==> config.mk <==
export PLATFORM = sky130hd
export DESIGN_NAME = assoc_hashmap
export DESIGN_NICKNAME = d
export VERILOG_FILES = /design/src/rtl/hashmap_pkg.sv /design/src/rtl/hashmap_set_match.sv /design/src/rtl/assoc_hashmap.sv
export SDC_FILE = /design/constraint.sdc
export NUM_CORES = 1
export LEC_CHECK = 0
export ABC_AREA = 1
export BUFFER_PORTS_ARGS = -buffer_cell sky130_fd_sc_hd__buf_2
export CORE_ASPECT_RATIO = 0.6
export CORE_MARGIN = 10
export CORE_UTILIZATION = 50
export CTS_CLUSTER_DIAMETER = 40
export CTS_CLUSTER_SIZE = 30
export DETAILED_ROUTE_END_ITERATION = 12
export GPL_TIMING_DRIVEN = 0
export MAX_ROUTING_LAYER = met4
export PLACE_DENSITY = 0.68
export SLEW_MARGIN = 20
export SYNTH_ARGS = -nofsm -noshare
export SYNTH_HDL_FRONTEND = slang
export SYNTH_HIERARCHICAL = 1
export SYNTH_SLANG_ARGS = --single-unit
==> constraint.sdc <==
create_clock -name i_clk -period 3.1 [get_ports i_clk]
set_clock_uncertainty 0.1 [all_clocks]
set_input_delay 0.31 -clock i_clk [delete_from_list [all_inputs] [get_ports i_clk]]
set_output_delay 0.31 -clock i_clk [all_outputs]
set_load 0.01 [all_outputs]
==> src/rtl/hashmap_pkg.sv <==
// Shared types and helpers for the set-associative key/value cache.
package hashmap_pkg;

  // Sweep controller states.
  typedef enum logic {
    StIdle  = 1'b0,
    StClear = 1'b1
  } state_e;

  // Set index for a key; keys are zero-extended to 64 bits before the modulo.
  function automatic int unsigned hash_key(input logic [63:0] key, input int unsigned sets);
    return 32'(key % 64'(sets));
  endfunction

  // Width needed to hold an occupancy count from 0 up to and including entries.
  function automatic int unsigned cnt_width(input int unsigned entries);
    return $clog2(entries + 1);
  endfunction

endpackage

==> src/rtl/hashmap_set_match.sv <==
// Combinational tag compare across all ways of one set.
module hashmap_set_match
  import hashmap_pkg::*;
#(
  parameter int unsigned KEY_WIDTH = 8,
  parameter int unsigned WAYS      = 2,
  localparam int unsigned WAY_W    = (WAYS > 1) ? $clog2(WAYS) : 1
) (
  input  logic [KEY_WIDTH-1:0]      i_key,
  input  logic [WAYS-1:0]           i_valid,
  input  logic [WAYS*KEY_WIDTH-1:0] i_keys,
  output logic                      o_hit,
  output logic [WAY_W-1:0]          o_hit_way,
  output logic [WAY_W-1:0]          o_free_way,
  output logic                      o_full
);

  // Walk ways from the top down so the lowest-index hit and free way win.
  always_comb begin
    o_hit      = 1'b0;
    o_hit_way  = '0;
    o_free_way = '0;
    o_full     = &i_valid;
    for (int w = WAYS - 1; w >= 0; w--) begin
      if (!i_valid[w]) begin
        o_free_way = WAY_W'(w);
      end
      if (i_valid[w] && (i_keys[w*KEY_WIDTH +: KEY_WIDTH] == i_key)) begin
        o_hit     = 1'b1;
        o_hit_way = WAY_W'(w);
      end
    end
  end

endmodule

==> src/rtl/assoc_hashmap.sv <==
// Set-associative key/value cache with round-robin eviction, delete, registered
// read port, occupancy counter and a one-set-per-cycle clear sweep.
module assoc_hashmap
  import hashmap_pkg::*;
#(
  parameter int unsigned KEY_WIDTH   = 8,
  parameter int unsigned VALUE_WIDTH = 8,
  parameter int unsigned SETS        = 4,
  parameter int unsigned WAYS        = 2,
  parameter int unsigned OVERWRITE   = 1
) (
  input  logic                               i_clk,
  input  logic                               i_rst_n,
  input  logic                               i_wr_valid,
  output logic                               o_wr_ready,
  input  logic [KEY_WIDTH-1:0]               i_wr_key,
  input  logic [VALUE_WIDTH-1:0]             i_wr_value,
  output logic                               o_wr_hit,
  output logic                               o_wr_evict,
  output logic                               o_wr_drop,
  input  logic                               i_rd_valid,
  input  logic [KEY_WIDTH-1:0]               i_rd_key,
  output logic                               o_rd_resp_valid,
  output logic                               o_rd_hit,
  output logic [VALUE_WIDTH-1:0]             o_rd_value,
  input  logic                               i_del_valid,
  input  logic [KEY_WIDTH-1:0]               i_del_key,
  output logic                               o_del_hit,
  input  logic                               i_clear,
  output logic                               o_busy,
  output logic [cnt_width(SETS*WAYS)-1:0]    o_count
);

  localparam int unsigned SET_W = $clog2(SETS);
  localparam int unsigned WAY_W = (WAYS > 1) ? $clog2(WAYS) : 1;
  localparam int unsigned CNT_W = cnt_width(SETS * WAYS);

  state_e                           r_state, w_state_next;
  logic [SET_W-1:0]                 r_clr_set;
  logic [WAYS-1:0]                  r_valid [SETS];
  logic [WAYS-1:0][KEY_WIDTH-1:0]   r_key   [SETS];
  logic [WAYS-1:0][VALUE_WIDTH-1:0] r_value [SETS];
  logic [WAY_W-1:0]                 r_rr    [SETS];
  logic [CNT_W-1:0]                 r_count;
  logic                             r_wr_hit, r_wr_evict, r_wr_drop, r_del_hit;
  logic                             r_rd_resp_valid, r_rd_hit;
  logic [VALUE_WIDTH-1:0]           r_rd_value;

  logic             w_busy, w_wr_fire, w_del_fire;
  logic [SET_W-1:0] w_wr_set, w_rd_set, w_del_set;
  logic             w_wr_hit, w_wr_full, w_rd_hit, w_del_hit;
  logic [WAY_W-1:0] w_wr_hit_way, w_wr_free, w_wr_way, w_rd_way, w_del_way;
  logic [WAY_W-1:0] w_unused_rd_free, w_unused_del_free;
  logic             w_unused_rd_full, w_unused_del_full;

  assign w_busy     = (r_state == StClear);
  // Gated by reset so every output reads 0 while reset is held.
  assign o_wr_ready = i_rst_n && !w_busy && !i_del_valid;
  assign w_wr_fire  = i_wr_valid && o_wr_ready;
  assign w_del_fire = i_del_valid && !w_busy;

  assign w_wr_set  = SET_W'(hash_key(64'(i_wr_key), SETS));
  assign w_rd_set  = SET_W'(hash_key(64'(i_rd_key), SETS));
  assign w_del_set = SET_W'(hash_key(64'(i_del_key), SETS));
  assign w_wr_way  = w_wr_full ? r_rr[w_wr_set] : w_wr_free;

  hashmap_set_match #(.KEY_WIDTH(KEY_WIDTH), .WAYS(WAYS)) u_wr_match (
    .i_key      (i_wr_key),
    .i_valid    (r_valid[w_wr_set]),
    .i_keys     (r_key[w_wr_set]),
    .o_hit      (w_wr_hit),
    .o_hit_way  (w_wr_hit_way),
    .o_free_way (w_wr_free),
    .o_full     (w_wr_full)
  );

  hashmap_set_match #(.KEY_WIDTH(KEY_WIDTH), .WAYS(WAYS)) u_rd_match (
    .i_key      (i_rd_key),
    .i_valid    (r_valid[w_rd_set]),
    .i_keys     (r_key[w_rd_set]),
    .o_hit      (w_rd_hit),
    .o_hit_way  (w_rd_way),
    .o_free_way (w_unused_rd_free),
    .o_full     (w_unused_rd_full)
  );

  hashmap_set_match #(.KEY_WIDTH(KEY_WIDTH), .WAYS(WAYS)) u_del_match (
    .i_key      (i_del_key),
    .i_valid    (r_valid[w_del_set]),
    .i_keys     (r_key[w_del_set]),
    .o_hit      (w_del_hit),
    .o_hit_way  (w_del_way),
    .o_free_way (w_unused_del_free),
    .o_full     (w_unused_del_full)
  );

  // Sweep state register and set cursor.
  always_ff @(posedge i_clk or negedge i_rst_n) begin
    if (!i_rst_n) begin
      r_state   <= StIdle;
      r_clr_set <= '0;
    end else begin
      r_state   <= w_state_next;
      r_clr_set <= w_busy ? r_clr_set + 1'b1 : '0;
    end
  end

  // Next-state: one sweep cycle per set, leaving after the last set.
  always_comb begin
    w_state_next = r_state;
    unique case (r_state)
      StIdle:  if (i_clear) w_state_next = StClear;
      StClear: if (r_clr_set == SET_W'(SETS - 1)) w_state_next = StIdle;
      default: w_state_next = StIdle;
    endcase
  end

  // Valid bits, eviction pointers and occupancy; sweep, write and delete are exclusive.
  always_ff @(posedge i_clk or negedge i_rst_n) begin
    if (!i_rst_n) begin
      for (int s = 0; s < SETS; s++) begin
        r_valid[s] <= '0;
        r_rr[s]    <= '0;
      end
      r_count <= '0;
    end else if (w_busy) begin
      r_valid[r_clr_set] <= '0;
      r_rr[r_clr_set]    <= '0;
      if (r_clr_set == '0) r_count <= '0;
    end else if (w_wr_fire && !w_wr_hit) begin
      r_valid[w_wr_set][w_wr_way] <= 1'b1;
      if (w_wr_full) begin
        r_rr[w_wr_set] <= (r_rr[w_wr_set] == WAY_W'(WAYS - 1)) ? '0 : r_rr[w_wr_set] + 1'b1;
      end else begin
        r_count <= r_count + 1'b1;
      end
    end else if (w_del_fire && w_del_hit) begin
      r_valid[w_del_set][w_del_way] <= 1'b0;
      r_count                       <= r_count - 1'b1;
    end
  end

  // Key/value payload needs no reset; valid bits qualify it.
  always_ff @(posedge i_clk) begin
    if (w_wr_fire) begin
      if (w_wr_hit) begin
        if (OVERWRITE != 0) r_value[w_wr_set][w_wr_hit_way] <= i_wr_value;
      end else begin
        r_key[w_wr_set][w_wr_way]   <= i_wr_key;
        r_value[w_wr_set][w_wr_way] <= i_wr_value;
      end
    end
  end

  // Status pulses and registered read response, all from pre-update state.
  always_ff @(posedge i_clk or negedge i_rst_n) begin
    if (!i_rst_n) begin
      r_wr_hit        <= 1'b0;
      r_wr_evict      <= 1'b0;
      r_wr_drop       <= 1'b0;
      r_del_hit       <= 1'b0;
      r_rd_resp_valid <= 1'b0;
      r_rd_hit        <= 1'b0;
      r_rd_value      <= '0;
    end else begin
      r_wr_hit        <= w_wr_fire && w_wr_hit;
      r_wr_evict      <= w_wr_fire && !w_wr_hit && w_wr_full;
      r_wr_drop       <= w_wr_fire && w_wr_hit && (OVERWRITE == 0);
      r_del_hit       <= w_del_fire && w_del_hit;
      r_rd_resp_valid <= i_rd_valid;
      r_rd_hit        <= i_rd_valid && !w_busy && w_rd_hit;
      r_rd_value      <= (i_rd_valid && !w_busy && w_rd_hit) ? r_value[w_rd_set][w_rd_way] : '0;
    end
  end

  assign o_wr_hit        = r_wr_hit;
  assign o_wr_evict      = r_wr_evict;
  assign o_wr_drop       = r_wr_drop;
  assign o_del_hit       = r_del_hit;
  assign o_rd_resp_valid = r_rd_resp_valid;
  assign o_rd_hit        = r_rd_hit;
  assign o_rd_value      = r_rd_value;
  assign o_busy          = w_busy;
  assign o_count         = r_count;

endmodule

==> results of run 1 <==
[sequential cells by signal (all words and copies together) (netlist names)]
signal           cells
o_count              4
r_key               64
r_clr_set            2
o_wr_hit             1
r_valid              8
o_rd_resp_valid      1
o_busy               1
o_wr_evict           1
r_rr                 4
o_rd_value           8
r_value             64
o_rd_hit             1
o_del_hit            1
[report_power, final]
part | total [W] | internal, W | switching, W
combinational | 0.00111 | 0.000356 | 0.000758
sequential | 0.00245 | 0.00239 | 0.0000579
clock | 0.00192 | 0.00103 | 0.000892
[worst paths after layout]
kind	from	end
hold reg to reg	r_rr[0]	r_rr[0]
setup / recovery	i_del_key[0]	r_valid[0]
max in group asynchronous	i_rst_n	o_rd_resp_valid
hold / removal	i_wr_value[4]	r_value[0][4]
min in group asynchronous	i_rst_n	o_wr_evict
setup reg to reg	r_valid[2]	r_value[3][12]
[worst max-delay path, cell delays in order]
cell,delay [ps]
buf_2,150
inv_1,80
nand2_1,300
clkbuf_2,360
o221ai_1,520
inv_1,80
nand2_1,70
nand2_1,50
clkinv_1,50
nand2_2,50
nor2_4,80
nand3_2,70
nor2_1,430
inv_1,180
nand3_1,130
inv_1,50
nor2_1,130
o21ai_1,80
o21ai_1,90
[through the flow]
stage | TNS (ps) | hold slack, ps
finish | 0 | 60.8
global route | -38.7 | 65.2
CTS | 0 | 53.6
detailed placement | -159260 | 340
global placement | -155080 | 336
floorplan | -260 | -85.6
[repair_timing]
item,4_1_cts,5_1_grt
gates cloned,0,0
hold buffers,3,0
pin swaps,10,2
buffers inserted,13,5
hold endpoints to repair,34,0
setup endpoints to repair,138,139
resized for setup,47,47
[layer usage]
| layer | up-vias | routed length, µm |
|---|---|---|
| met5 | - | 0 |
| met1 | 3481 | 11900 |
| met3 | 63 | 4650 |
| met2 | 534 | 10600 |
| li1 | 3482 | - |
| met4 | 0 | 490 |
[final cells by class]
cell class | count | area [µm²]
buffer | 39 | 213
fill | 1350 | 6210
tap | 228 | 285
clock buffer | 17 | 425
sequential | 160 | 4640
timing repair buffer | 77 | 564
clock inverter | 15 | 109
multi-input combinational | 616 | 3530
inverter | 143 | 549
==> load_flow_metrics.sql, run 1 <==
INSERT INTO impl_metrics (metric_group, metric, value, unit) VALUES
('routing', 'wl_per_cell', '21.3', 'µm'),
('floorplanning', 'floorplan.initialDensity', '0.519', ''),
('placement', 'dpl_cell_area', '9160', 'µm²'),
('sta', 'maxClockFrequency', '330', 'MHz'),
('global_route', 'grt_start_max_net_pins', '34', ''),
('critical_path', 'crit_required', '3350', 'ps'),
('worst_hold_path', 'hold_path_class', 'input port to flop', ''),
('clock_tree', 'cts_buffers', '17', ''),
('critical_path', 'worst_setup_path_end_kind', 'flop', ''),
('placement', 'place.port_buffers', '56', ''),
('sta', 'final_setup_margin', '68.6', 'ps'),
('sta', 'final_min_period_over_clock_period', '0.978', ''),
('global_route', 'gr-usage-met3', '0.112', ''),
('critical_path', 'register_to_register_path_setup_slack', '180', 'ps'),
('final_layout', 'mostFrequentLayoutCell', 'nand2_1', ''),
('global_route', 'global_route.usage.total', '0.242', ''),
('critical_path', 'timing.setup.critical_path_class', 'input port to flop', ''),
('global_route', 'grt_antenna_before_repair', '0', ''),
('run_status', 'outcome', 'finished, final reports clean', ''),
('clock_tree', 'cts_htree_levels', '4', ''),
('sta', 'worst_slew_margin_rel', '0.508', ''),
('worst_hold_path', 'hold-path-cell-count', '1', ''),
('yosys', 'mapped_cells', '959', ''),
('placement', 'place_inst', '1243', ''),
('global_route', 'first_global_vias', '7065', ''),
('yosys', 'syn-mean-instance-area', '8.95', 'µm²'),
('final_layout', 'drive_gt1_frac', '0.212', ''),
('sta', 'hold_viol', '0', ''),
('floorplanning', 'io-pin-count', '58', ''),
('global_route', 'first_pass_grt_wire_length', '41200', 'µm'),
('clock_tree', 'cts.sinks', '160', ''),
('routing', 'finalWirelength', '27600', 'µm'),
('critical_path', 'critPathMaxFanout', '10', ''),
('job', 'maxCapViolations', '0', ''),
('final_layout', 'layout.cells.most_common_list', '171 x nand2_1, 128 x edfxtp_1, 125 x nor2_1', ''),
('yosys', 'mappedNetlistArea', '8590', 'µm²'),
('routing', 'first_iter_violations', '1258', ''),
('sta', 'worstMarginPinSlew', '739', 'ps'),
('clock_tree', 'cts_root_buf', 'clkbuf_16', ''),
('yosys', 'yosysWarningCount', '6', ''),
('global_route', 'grt.met2_usage', '0.307', ''),
('power', 'vdd_drop_max', '0.431', 'mV'),
('global_route', 'grt.overflow.total', '0', ''),
('routing', 'antenna_left', '0', ''),
('final_layout', 'flow.area_growth_from_synthesis', '20.2', '%'),
('clock_tree', 'tritoncts', 'done', ''),
('floorplanning', 'fp-row-count', '36', ''),
('power', 'powerDensity', '531', 'nW/µm²'),
('placement', 'dp_worst_setup_slack', '-1630', 'ps'),
('sta', 'final.min_clock_period', '3030', 'ps'),
('global_route', 'global_routing_met1_resource_utilization', '0.336', ''),
('critical_path', 'worst-endpoint-arrival', '3280', 'ps'),
('yosys', 'syn-num-nets', '1003', ''),
('floorplanning', 'die_span_in_y', '122', 'µm'),
('clock_tree', 'clk_path_buf_depth', '2', ''),
('critical_path', 'worst_setup_path_start_kind', 'input port', ''),
('critical_path', 'worst_r2r_path_depth', '13', ''),
('final_layout', 'finish.instance_area', '10300', 'µm²'),
('routing', 'avgViaCountPerCell', '5.84', ''),
('routing', 'drt-pass1-iter-count', '8', ''),
('final_layout', 'final_cells', '1295', ''),
('power', 'post-layout-total-power', '0.00548', 'W'),
('floorplanning', 'core_area', '16500', 'µm²'),
('sta', 'setup_violations', '0', ''),
('clock_tree', 'clkLatencyLatePin', '430', 'ps'),
('global_route', 'gr-max-usage-layer', 'met1', ''),
('final_layout', 'finish.utilization', '0.624', ''),
('placement', 'gpl.final_weighted_congestion', '0.949', ''),
('sta', 'finalMaxSlewViolations', '0', ''),
('routing', 'remaining_drc_errors', '0', ''),
('power', 'power_leakage', '4.34', 'nW'),
('clock_tree', 'cts.reportedPaths.clkPinSlew', '60', 'ps'),
('floorplanning', 'chipWidth', '189', 'µm'),
('floorplanning', 'die-area', '23000', 'µm²'),
('final_layout', 'finalNetCount', '1098', ''),
('final_layout', 'antennaDiodeCount', '0', ''),
('routing', 'vias', '7560', ''),
('placement', 'place_hpwl', '19500', 'µm');
No activity file was read; power rests on OpenSTA's default activity.
==> run 2, diff against run 1 <==
--- a/config.mk
+++ b/config.mk
@@ -19,5 +19,4 @@
 export SLEW_MARGIN = 20
 export SYNTH_ARGS = -nofsm -noshare
 export SYNTH_HDL_FRONTEND = slang
-export SYNTH_HIERARCHICAL = 1
 export SYNTH_SLANG_ARGS = --single-unit
==> run 2 against run 1 <==
Compared with the run above: the flow now finishes with violations (negative setup slack); fmax down 5.0%; non-clock buffer count down 21; die area down 2.6%; sequential share of layout area up 3.7 points; worst setup slack worse by 160 ps; critical path type unchanged; highest routed layer unchanged.
==> load_flow_metrics.sql, run 2 <==
INSERT INTO impl_metrics (metric_group, metric, value, unit) VALUES
('run_status', 'outcome', 'finished, violations left', ''),
('run_status', 'failing_checks', 'negative setup slack', ''),
('power', 'vdd_drop_max', '0.487', 'mV'),
('floorplanning', 'fp-row-count', '36', ''),
('critical_path', 'worst_setup_path_start_kind', 'input port', ''),
('sta', 'maxClockFrequency', '313', 'MHz'),
('clock_tree', 'cts.repair_timing.setup_buffer_count', '0', ''),
('power', 'power_leakage', '4.19', 'nW'),
('routing', 'avgViaCountPerCell', '5.64', ''),
('clock_tree', 'cts_buffers', '17', ''),
('clock_tree', 'clkLatencyLatePin', '440', 'ps'),
('routing', 'first_iter_violations', '1119', ''),
('yosys', 'syn-mean-instance-area', '8.63', 'µm²'),
('yosys', 'synth_seq_area_share', '0.558', ''),
('global_route', 'grt_antenna_before_repair', '0', ''),
('critical_path', 'critPathMaxFanout', '10', ''),
('sta', 'worst_hold_slack', '52.8', 'ps'),
('sta', 'unrepaired_setup_endpoints_after_global_routing', 'true', ''),
('yosys', 'synth-edff-count', '128', ''),
('global_route', 'first_pass_grt_wire_length', '41300', 'µm'),
('sta', 'final_min_period_over_clock_period', '1.03', ''),
('routing', 'remaining_drc_errors', '0', ''),
('yosys', 'mapped_cells', '965', ''),
('routing', 'finalWirelength', '27700', 'µm'),
('routing', 'wl_per_cell', '21.6', 'µm'),
('placement', 'place_hpwl', '20200', 'µm'),
('global_route', 'global_route.usage.total', '0.253', ''),
('clock_tree', 'cts.sinks', '160', ''),
('clock_tree', 'cts_root_buf', 'clkbuf_16', ''),
('sta', 'finalMaxSlewViolations', '0', ''),
('final_layout', 'flow.area_growth_from_synthesis', '14.5', '%'),
('clock_tree', 'clk_path_buf_depth', '2', ''),
('final_layout', 'layout.cells.most_common_list', '367 x nand2_1, 128 x edfxtp_1, 70 x inv_1', ''),
('floorplanning', 'core_area', '16300', 'µm²'),
('job', 'maxCapViolations', '0', ''),
('global_route', 'grt.overflow.total', '0', ''),
('clock_tree', 'cts.reportedPaths.clkPinSlew', '60', 'ps'),
('floorplanning', 'io-pin-count', '58', ''),
('sta', 'worst_slew_margin_rel', '0.375', ''),
('yosys', 'synth.most_common_cell', 'nand2_1', ''),
('final_layout', 'antennaDiodeCount', '0', ''),
('yosys', 'synth_top_flop_cell', 'edfxtp_1', ''),
('clock_tree', 'tritoncts', 'done', ''),
('placement', 'place.port_buffers', '54', ''),
('critical_path', 'crit_required', '3070', 'ps'),
('sta', 'worstMarginPinSlew', '934', 'ps'),
('critical_path', 'worst-endpoint-arrival', '3160', 'ps'),
('yosys', 'yosysWarningCount', '0', ''),
('placement', 'gpl.final_weighted_congestion', '1.03', ''),
('power', 'powerDensity', '593', 'nW/µm²'),
('sta', 'hold_viol', '0', ''),
('yosys', 'synth.largest_area_cell', 'edfxtp_1', ''),
('global_route', 'first_global_vias', '6573', ''),
('yosys', 'postSynth.asyncResetShare', '0.200', ''),
('global_route', 'grt_start_max_net_pins', '33', ''),
('final_layout', 'biggest_registers_after_layout', 'r_key: 64 flops, r_value: 64 flops', ''),
('critical_path', 'worst_setup_path_end_kind', 'flop', ''),
('floorplanning', 'chipWidth', '187', 'µm'),
('yosys', 'synth_top_cells_by_count', '367 x nand2_1, 128 x edfxtp_1, 71 x inv_1, 69 x nor2_1, 66 x o21ai_0', ''),
('yosys', 'synth_top_area_share', '0.462', ''),
('routing', 'drt-pass1-iter-count', '5', ''),
('final_layout', 'finalNetCount', '1086', ''),
('sta', 'final_setup_margin', '-91.6', 'ps'),
('final_layout', 'drive_gt1_frac', '0.129', ''),
('yosys', 'syn-num-nets', '1009', ''),
('clock_tree', 'cts_htree_levels', '4', ''),
('sta', 'final.min_clock_period', '3190', 'ps'),
('yosys', 'synth_cell_types', '41', ''),
('sta', 'setup_violations', '28', ''),
('final_layout', 'finish.utilization', '0.586', ''),
('critical_path', 'timing.setup.critical_path_class', 'input port to flop', ''),
('yosys', 'mappedNetlistArea', '8330', 'µm²'),
('worst_hold_path', 'hold_path_class', 'input port to flop', ''),
('final_layout', 'mostFrequentLayoutCell', 'nand2_1', ''),
('yosys', 'yosys_register_bits', '160', ''),
('routing', 'vias', '7231', ''),
('routing', 'antenna_left', '0', ''),
('floorplanning', 'die_span_in_y', '120', 'µm'),
('floorplanning', 'floorplan.initialDensity', '0.512', ''),
('power', 'post-layout-total-power', '0.00565', 'W'),
('yosys', 'biggest_area_contributors_in_the_synthesized_netlist', 'edfxtp_1 46%, nand2_1 17%, dfrtp_1 9.6%', ''),
('floorplanning', 'die-area', '22400', 'µm²');
run 2: area by class of cell:
type | count | area, µm²
Fill cell | 1433 | 6730
Sequential cell | 160 | 4640
Multi-Input combinational cell | 692 | 3180
Clock buffer | 17 | 425
Timing Repair Buffer | 58 | 320
Inverter | 76 | 292
Tap cell | 228 | 285
Buffer | 37 | 224
Clock inverter | 15 | 156
run 2: per-layer routing:
| layer | wire, µm | up-vias | part of all wire | global-route usage |
|---|---|---|---|---|
| met1 | 13100 | 3363 | 0.47 | 0.389 |
| met2 | 10200 | 466 | 0.37 | 0.303 |
| met3 | 4050 | 26 | 0.15 | 0.0821 |
| li1 | - | 3376 | - | - |
| met4 | 339 | 0 | 0.012 | 0.0607 |
| met5 | 0 | - | 0 | - |
run 2: logic make-up after synthesis:
logic type | after synthesis | share of synthesized area
simple gates | 515 | 0.252
compound gates | 163 | 0.111
flops | 160 | 0.558
buf+inv | 113 | 0.0615
xor+xnor | 7 | 0.00736
fa+ha+maj | 6 | 0.00902
other cells | 1 | 0.000450
run 2: worst max-delay path, stage by stage:
cell and delay (ps):
buf_2 160, inv_1 370, buf_2 380, nand2_1 120, nand3_1 80, nand2_1 70
nand2_1 170, nor2_1 100, nand2_2 170, nand3_4 170, inv_1 140, nand2_1 220
nor2_2 670
run 2: what timing repair did:
item,in CTS,in global routing
gates resized for setup,1,4
gates cloned,0,0
endpoints found under the setup margin,24,69
hold endpoints to repair,34,0
hold buffers,4,0
run 2: through the flow:
| step | TNS, ps | setup WS (ps) | instance area, µm² | cells |
|---|---|---|---|---|
| after floorplan | 0 | 658 | 8330 | 965 |
| after global placement | -40800 | -745 | 8880 | 1247 |
| after detailed placement | -42830 | -672 | 8880 | 1247 |
| after CTS | -2680 | -176 | 9520 | 1283 |
| after global routing | -5850 | -151 | 9530 | 1283 |
| final | -1160 | -91.6 | 9530 | 1283 |
run 2: final timing paths:
kind,slack [ps],cells past startpoint,to,startpoint
setup / recovery,-90,13,r_key[2][12],i_wr_key[1]
hold / removal,50,1,r_value[3][12],i_wr_value[4]
setup reg to reg,40,10,r_key[2][12],o_busy
hold reg to reg,390,2,r_rr[3],r_rr[3]
max in group asynchronous,2440,3,o_count[1],i_rst_n
min in group asynchronous,290,3,o_wr_hit,i_rst_n
run 2: where the power goes:
| part | switching, W | internal [W] |
|---|---|---|
| Combinational | 0.000716 | 0.000329 |
| Sequential | 0.0000805 | 0.00240 |
| Clock | 0.000924 | 0.00119 |
